--- config.mk ---
export PLATFORM = sky130hd
export DESIGN_NAME = output_drain_ctrl
export DESIGN_NICKNAME = d
export VERILOG_FILES = /design/src/rtl/output_drain_ctrl.sv
export SDC_FILE = /design/constraint.sdc
export NUM_CORES = 1
export LEC_CHECK = 0
export BUFFER_PORTS_ARGS = -buffer_cell sky130_fd_sc_hd__buf_2
export CORE_ASPECT_RATIO = 0.8
export CORE_MARGIN = 3
export CORE_UTILIZATION = 54
export CTS_CLUSTER_SIZE = 10
export DETAILED_ROUTE_END_ITERATION = 6
export PLACE_DENSITY = 0.79
export SYNTH_ARGS = -nofsm -noshare
export SYNTH_HDL_FRONTEND = slang
export SYNTH_SLANG_ARGS = --single-unit
--- constraint.sdc ---
create_clock -name i_clk -period 2.03 [get_ports i_clk]
set_input_delay 0.406 -clock i_clk [delete_from_list [all_inputs] [get_ports i_clk]]
set_output_delay 0.406 -clock i_clk [all_outputs]
set_load 0.05 [all_outputs]
--- src/rtl/output_drain_ctrl.sv ---
// Snapshots one row of PE lane results, pushes them serially into the SIPO, then pops it and commits the word.
// Optional build macro OUTPUT_DRAIN_RELU_EN clamps negative lanes to zero at capture.
module output_drain_ctrl #(
  parameter int NUM_PE     = 8,
  parameter int DATA_WIDTH = 16,
  parameter int ADDR_WIDTH = 10
) (
  input  logic                         i_clk,
  input  logic                         i_nrst,
  input  logic                         i_clear,
  input  logic                         i_start,
  input  logic [NUM_PE-1:0]            i_pe_valid,
  input  logic [NUM_PE*DATA_WIDTH-1:0] i_pe_data,
  input  logic                         i_sipo_full,
  output logic                         o_sipo_wen,
  output logic [DATA_WIDTH-1:0]        o_sipo_data,
  output logic                         o_sipo_ren,
  output logic                         o_sipo_clear,
  output logic                         o_buf_wen,
  output logic [ADDR_WIDTH-1:0]        o_buf_addr,
  output logic                         o_busy,
  output logic                         o_done
);
  localparam int CW = $clog2(NUM_PE) + 1;
  localparam int IW = CW - 1;

  typedef enum logic [1:0] {IDLE, SHIFT, POP, WRITE} state_e;

  state_e                             state_q, state_d;
  logic [CW-1:0]                      lane_cnt_q, lane_cnt_d;
  logic [NUM_PE-1:0][DATA_WIDTH-1:0]  cap_q, cap_d;
  logic [ADDR_WIDTH-1:0]              addr_q, addr_d;
  logic [NUM_PE-1:0][DATA_WIDTH-1:0]  lane_in;
  logic [IW-1:0]                      lane_sel;

  for (genvar g = 0; g < NUM_PE; g++) begin : g_lane
    logic [DATA_WIDTH-1:0] raw;
    assign raw = i_pe_valid[g] ? i_pe_data[g*DATA_WIDTH +: DATA_WIDTH] : '0;
`ifdef OUTPUT_DRAIN_RELU_EN
    assign lane_in[g] = raw[DATA_WIDTH-1] ? '0 : raw;
`else
    assign lane_in[g] = raw;
`endif
  end

  always_ff @(posedge i_clk or negedge i_nrst) begin
    if (!i_nrst) begin
      state_q    <= IDLE;
      lane_cnt_q <= '0;
      cap_q      <= '0;
      addr_q     <= '0;
    end else begin
      state_q    <= state_d;
      lane_cnt_q <= lane_cnt_d;
      cap_q      <= cap_d;
      addr_q     <= addr_d;
    end
  end

  // Clear overrides everything, including a start in the same cycle.
  always_comb begin
    state_d    = state_q;
    lane_cnt_d = lane_cnt_q;
    cap_d      = cap_q;
    addr_d     = addr_q;
    if (i_clear) begin
      state_d    = IDLE;
      lane_cnt_d = '0;
      addr_d     = '0;
    end else begin
      case (state_q)
        IDLE: if (i_start) begin
          cap_d      = lane_in;
          lane_cnt_d = '0;
          state_d    = SHIFT;
        end
        SHIFT: begin
          lane_cnt_d = lane_cnt_q + 1'b1;
          if (lane_cnt_q == CW'(NUM_PE - 1)) state_d = POP;
        end
        POP: if (i_sipo_full) state_d = WRITE;
        WRITE: begin
          addr_d     = addr_q + 1'b1;
          lane_cnt_d = '0;
          state_d    = IDLE;
        end
        default: state_d = IDLE;
      endcase
    end
  end

  always_comb begin
    o_sipo_wen   = 1'b0;
    o_sipo_ren   = 1'b0;
    o_sipo_clear = 1'b0;
    o_buf_wen    = 1'b0;
    o_done       = 1'b0;
    if (i_clear) begin
      o_sipo_clear = 1'b1;
    end else begin
      case (state_q)
        SHIFT: o_sipo_wen = 1'b1;
        POP:   o_sipo_ren = i_sipo_full;
        WRITE: begin
          o_buf_wen    = 1'b1;
          o_done       = 1'b1;
          o_sipo_clear = 1'b1;
        end
        default: ;
      endcase
    end
  end

  // lane_cnt reaches NUM_PE after the last push; that value selects nothing.
  assign lane_sel    = lane_cnt_q[IW-1:0];
  assign o_sipo_data = (state_q != IDLE && lane_cnt_q < CW'(NUM_PE)) ? cap_q[lane_sel] : '0;
  assign o_busy      = (state_q != IDLE);
  assign o_buf_addr  = addr_q;
endmodule

==> results of run 1 <==
[path summary, 6_finish.rpt]
check | start | to | slack, ns | depth (start not counted)
setup reg to reg | state_q[1] | lane_cnt_q[3] | 0.15 | 6
hold / removal | i_pe_data[74] | cap_q[74] | 0.23 | 3
max in group asynchronous | i_nrst | cap_q[9] | 0.85 | 3
min in group asynchronous | i_nrst | cap_q[113] | 0.50 | 2
setup / recovery | lane_cnt_q[0] | o_sipo_data[12] | -0.45 | 5
hold reg to reg | cap_q[44] | cap_q[44] | 0.48 | 2
[registers in the layout, summed over array words and instances, names as in the netlist]
register / cells
cap_q: 128
o_buf_addr: 10
lane_cnt_q: 4
state_q: 2
[kinds of logic (layout without fill, tap and decap cells)]
| family | Yosys count | in the layout | share of synthesized area |
|---|---|---|---|
| buffers and inverters | 67 | 235 | 0.05086 |
| xor gates and xnor gates | 4 | 4 | 0.004997 |
| muxes | 36 | 36 | 0.1165 |
| DFF | 144 | 144 | 0.5139 |
| adders and majority gates | 6 | 6 | 0.01071 |
| and+or+nand+nor | 295 | 295 | 0.1749 |
| AOI/OAI and AO/OA | 161 | 161 | 0.1281 |
[Yosys cell counts (2+ instances only)]
library cell / number
nand2b_1: 3
o21ai_0: 124
buf_12: 2
buf_6: 5
clkbuf_1: 30
nor2_1: 6
nand2_1: 260
buf_2: 19
ha_1: 6
nor3b_1: 2
mux4_1: 15
a22o_1: 16
or4_1: 4
o31ai_1: 5
inv_1: 8
mux2i_1: 4
o21ai_1: 6
buf_4: 3
nand4_1: 3
nand3_1: 2
a21oi_1: 5
nand3b_1: 2
nor2b_1: 3
xor2_1: 3
dfrtp_1: 144
mux4_2: 17
[routing by layer]
| layer | global-route usage | vias up | wire length [um] |
|---|---|---|---|
| met5 | 0 | - | 0 |
| met4 | 0.08297 | 0 | 342 |
| met3 | 0.05981 | 35 | 1860 |
| met2 | 0.4286 | 329 | 9317 |
| met1 | 0.4621 | 3032 | 9488 |
| li1 | - | 2745 | - |
[per-stage QoR]
| step | cell area, sq um | setup TNS (ns) | utilization | power (mW) |
|---|---|---|---|---|
| 2_1_floorplan | 7027 | -0.2355 | - | 7.073 |
| 5_1_grt | 8874 | -7.195 | 0.7138 | 12.66 |
| 4_1_cts | 8757 | -6.535 | 0.7044 | 11.77 |
| 3_3_place_gp | 7975 | 0 | 0.6415 | 8.068 |
| 6_report | 8874 | -6.261 | 0.7138 | 12.06 |
| 3_5_place_dp | 7975 | 0 | 0.6415 | 8.244 |
[timing repair]
action                                 in CTS  in global routing
setup buffers                               2                  4
setup endpoints to repair                  21                 22
hold buffers                                1                  0
endpoints found under the hold margin      43                  0
pin swaps                                   0                  7
resized for setup                          46                 28
cloned                                      1                  1
[worst max-delay path, delay by kind of cell, from the launching register on]
family,cells,cell delay [ns]
compound gates,1,0.27
buf+inv,3,0.44
flops,1,0.43
mux,1,0.52
[power groups by stage]
stage | sequential (mW) | combinational, mW | clock [mW]
after floorplan | 4.39 | 2.68 | 0
after global placement | 4.88 | 3.19 | 0
after detailed placement | 4.84 | 3.40 | 0
after CTS | 4.85 | 3.70 | 3.22
after global routing | 5.02 | 4.30 | 3.33
final | 4.96 | 3.91 | 3.19
[final cells by class]
cell class / instances / share of cell area
multi-input combinational: 502 / 0.3543
tap: 171 / 0.02411
sequential: 144 / 0.4065
clock buffer: 20 / 0.05259
timing repair buffer: 196 / 0.1435
clock inverter: 11 / 0.01551
inverter: 8 / 0.003384
==> results.sh, run 1 <==
export IMPL_antenna_cells=0
export IMPL_fillers=908
export IMPL_p_per_area_nw_per_um2=1360
export IMPL_drt_iter0_markers=866
export IMPL_slew_viol_final=0
export IMPL_leakage_nw=4.292
export IMPL_synthCells=713
export IMPL_end_kind="primary output"
export IMPL_critPathMaxFanout=5
export IMPL_dieArea_sq_um=14400
export IMPL_synth_area_top_cells="dfrtp_1, nand2_1, o21ai_0, mux4_1, mux4_2"
export IMPL_clock_path_buffers=2
export IMPL_setup_viol=16
export IMPL_cts_sinks=144
export IMPL_grt_pass1_wl_um=32330
export IMPL_hold_viol_final=0
export IMPL_die_h_um=107.9
export IMPL_wl_per_cell_um=19.97
export IMPL_cap_violations=0
export IMPL_cp_required_ns=1.62
export IMPL_mostFrequentLayoutCells="nand2_1, buf_2, dfrtp_1"
export IMPL_rows=36
export IMPL_crit_path_start_kind="register"
export IMPL_p_sw_mw=4.310
export IMPL_ir_drop_uv=790.9
export IMPL_synth_cell_types=42
export IMPL_fin_skew_ns=0.008204
export IMPL_nets=1016
export IMPL_syn_area_sq_um=7012
export IMPL_htree_levels=4
export IMPL_max_slew_margin=0.6716
export IMPL_synth_area_leader_cell="dfrtp_1"
export IMPL_grt_total_usage=0.2971
export IMPL_ff_latch_area_sq_um=3607
export IMPL_status="finished, violations left"
export IMPL_io_pins=173
export IMPL_drc=0
export IMPL_layout_cells_most_common="nand2_1"
export IMPL_worst_slack_ns=-0.4503
export IMPL_violations="negative setup slack"
export IMPL_via_per_inst=5.837
export IMPL_crit_type="reg -> out"
export IMPL_grt_pass1_vias=5857
export IMPL_synth_top_area_share=0.5139
export IMPL_hold_class="in -> reg"
export IMPL_grt_overflow_total=0
export IMPL_cp_arrival_ns=2.07
export IMPL_tightest_slew_ns=0.4885
export IMPL_io_buffers=172
export IMPL_max_freq_mhz=403.2
export IMPL_clk_pin_slew_ns=0.06
export IMPL_initial_utilization=0.5640
export IMPL_synthArstFlopShare=1.000
export IMPL_area_growth_pct=26.55
export IMPL_synth_seq_area_share=0.5139
export IMPL_final_cells=1052
export IMPL_ys_ff_latch=144
export IMPL_switching_share=0.3572
export IMPL_dp_cells=1013
export IMPL_syn_area_per_cell_sq_um=9.834
export IMPL_cts_tree="built"
export IMPL_post_route_period_util=1.222
export IMPL_p_seq_frac=0.411
export IMPL_place_hpwl_um=14370
export IMPL_synthFlopType="dfrtp_1"
export IMPL_clk_latency_ns=0.42
export IMPL_cts_root_buf="clkbuf_16"
export IMPL_first_pass_iters=5
export IMPL_drt_antenna_violating_nets=0
export IMPL_syn_nets=860
export IMPL_combPwrFrac=0.324
export IMPL_yosysWarnings=0
export IMPL_p_int_mw=7.755
export IMPL_grt_max_degree=129
export IMPL_vias=6141
export IMPL_crit_chain="buf_6 -> clkbuf_16 -> mux4_2 -> a22o_4 -> buf_8"
export IMPL_numCtsBuffers=17
export IMPL_clockPowerShare=0.265
export IMPL_fin_crit_ns=2.480
export IMPL_final_layout_size_suffix_gt1_frac=0.3167
export IMPL_antenna_found_initial=0
export IMPL_rsz0062_at_grt="yes"
export IMPL_fp_coreArea_sq_um=12430
export IMPL_post_place_ws_ns=0.01308
export IMPL_critPathSlowestCell="mux4_2"
export IMPL_multi_input_area_sq_um=3144
export IMPL_routed_wl_um=21010
export IMPL_dieWidth_um=133.4
export IMPL_place_congestion=0.9881
export IMPL_cp_slowest_stage_delay_ns=0.52
export IMPL_synth_edff_count=0
export IMPL_worst_hold_slack_ns=0.2261
Note: power is estimated with default switching activity, not from simulation.
==> run 2: changes to the inputs <==
--- a/constraint.sdc
+++ b/constraint.sdc
@@ -3,2 +3,2 @@
 set_output_delay 0.406 -clock i_clk [all_outputs]
-set_load 0.05 [all_outputs]
+set_load 0.005 [all_outputs]
==> results.sh, run 2 (synthesis gave the netlist of run 1 again) <==
export IMPL_status="finished, violations left"
export IMPL_violations="negative setup slack"
export IMPL_crit_type="reg -> out"
export IMPL_rows=36
export IMPL_dieWidth_um=133.4
export IMPL_io_buffers=172
export IMPL_rsz0062_at_grt="yes"
export IMPL_fin_skew_ns=0.004079
export IMPL_mostFrequentLayoutCells="nand2_1, buf_2, dfrtp_1"
export IMPL_wl_per_cell_um=18.59
export IMPL_largest_reg_flops=128
export IMPL_drt_antenna_violating_nets=0
export IMPL_fillers=950
export IMPL_setup_viol=16
export IMPL_place_congestion=0.8962
export IMPL_die_h_um=107.9
export IMPL_place_hpwl_um=13760
export IMPL_final_area_sq_um=8665
export IMPL_critPathMaxFanout=7
export IMPL_clk_latency_ns=0.42
export IMPL_max_freq_mhz=413.5
export IMPL_fin_util=0.6970
export IMPL_cts_tree="built"
export IMPL_antenna_found_initial=3
export IMPL_grt_pass1_wl_um=30000
export IMPL_via_per_inst=5.685
export IMPL_cp_arrival_ns=2.01
export IMPL_crit_path_start_kind="register"
export IMPL_ir_drop_uv=766.5
export IMPL_cts_root_buf="clkbuf_16"
export IMPL_min_to="cap_q[77]"
export IMPL_post_route_period_util=1.191
export IMPL_leakage_nw=4.204
export IMPL_clk_pin_slew_ns=0.06
export IMPL_highest_layer="met5"
export IMPL_regMostFlops="cap_q"
export IMPL_final_cells=1052
export IMPL_tightest_slew_ns=0.4723
export IMPL_met1_length_um=7495
export IMPL_worst_hold_slack_ns=0.2204
export IMPL_cap_violations=0
export IMPL_numCtsBuffers=17
export IMPL_grt_max_degree=86
export IMPL_met3_wirelength_um=1711
export IMPL_p_per_area_nw_per_um2=1259
export IMPL_max_slew_margin=0.6825
export IMPL_dp_cells=1013
export IMPL_grt_pass1_vias=5913
export IMPL_cts_sinks=144
export IMPL_r2r_slack_ns=0.14
export IMPL_vias=5981
export IMPL_layout_cells_most_common="nand2_1"
export IMPL_met2_length_um=9628
export IMPL_r2r_start="state_q[1]"
export IMPL_grt_overflow_total=0
export IMPL_placed_cell_area_sq_um=8021
export IMPL_routed_wl_um=19560
export IMPL_dieArea_sq_um=14400
export IMPL_htree_levels=4
export IMPL_cp_required_ns=1.62
export IMPL_nets=1016
export IMPL_fin_crit_ns=2.418
export IMPL_slew_viol_final=0
export IMPL_worst_slack_ns=-0.3883
export IMPL_hold_viol_final=0
export IMPL_area_growth_pct=23.57
export IMPL_first_pass_iters=5
export IMPL_worstHoldPathCells=3
export IMPL_drc=0
export IMPL_timing_rr_end="lane_cnt_q[3]"
export IMPL_io_pins=173
export IMPL_drt_iter0_markers=417
export IMPL_min_from="i_pe_data[77]"
export IMPL_initial_utilization=0.5640
export IMPL_rr_worst_depth=6
export IMPL_hold_class="in -> reg"
export IMPL_fp_coreArea_sq_um=12430
export IMPL_final_layout_size_suffix_gt1_frac=0.3034
export IMPL_grt_total_usage=0.2757
export IMPL_clock_path_buffers=2
export IMPL_end_kind="primary output"
-- run 2: cell types whose count changed in the layout (fill, tap and decap cells not counted), moves of 4 or more --
cell / delta
buf_12: +6
buf_8: -6
a22o_1: +10
buf_6: -12
mux4_2: +4
a22o_4: -7
buf_4: -9
buf_2: +20
mux4_1: -4
-- run 2: final cells by class --
type / count / area, sq um / area share
sequential: 144 / 3606 / 0.4162
clock buffer: 22 / 464.2 / 0.05357
tap: 171 / 214.0 / 0.02469
inverter: 8 / 30.03 / 0.003466
timing repair buffer: 196 / 1229 / 0.1418
clock inverter: 8 / 65.06 / 0.007509
antenna: 1 / 2.502 / 0.0002888
multi-input combinational: 502 / 3054 / 0.3525
-- run 2: stage by stage --
step                      power (mW)  worst slack [ns]  setup TNS (ns)
after floorplan                6.601            0.1371               0
after global placement         7.587           0.08588               0
after detailed placement       7.781           0.05282               0
after CTS                      10.84           -0.3866          -5.539
after global routing           11.55           -0.4345          -6.344
final                          10.91           -0.3883          -5.445
-- run 2: metal layers --
layer	vias to the layer above	GRT usage
met5	-	0
met4	4	0.1248
met3	62	0.08551
met2	283	0.4580
met1	2889	0.3354
li1	2743	-
-- run 2: worst max path at each step --
| stage | startpoint | end | slack, ns | cells past startpoint |
|---|---|---|---|---|
| global placement | lane_cnt_q[0] | o_sipo_data[9] | 0.09 | 4 |
| floorplan | state_q[0] | o_sipo_data[10] | 0.14 | 6 |
| CTS | lane_cnt_q[0] | o_sipo_data[9] | -0.39 | 5 |
| global route | lane_cnt_q[0] | o_sipo_data[11] | -0.43 | 5 |
| finish | lane_cnt_q[0] | o_sipo_data[4] | -0.39 | 5 |
| detailed placement | lane_cnt_q[0] | o_sipo_data[6] | 0.05 | 4 |
-- run 2: where the power goes --
group	total, mW	leakage (nW)	switching [mW]	internal (mW)
Clock	2.83	0.269	1.12	1.72
Combinational	3.30	2.04	1.64	1.66
Sequential	4.77	1.89	0.795	3.98
Total	10.9	4.20	3.55	7.36
-- run 2: critical path, stage by stage (launching register included) --
cell     delay [ns]
dfrtp_2        0.40
buf_12         0.15
buf_12         0.14
mux4_2         0.53
a22o_1         0.24
buf_2          0.12
-- run 2: timing repair --
action / 4_1_cts / 5_1_grt
endpoints found under the setup margin: 19 / 21
buffers inserted: 4 / 1
gates resized for setup: 15 / 11
pin swaps: 6 / 2
endpoints found under the hold margin: 41 / 0
gates cloned: 2 / 1
hold buffers: 1 / 0
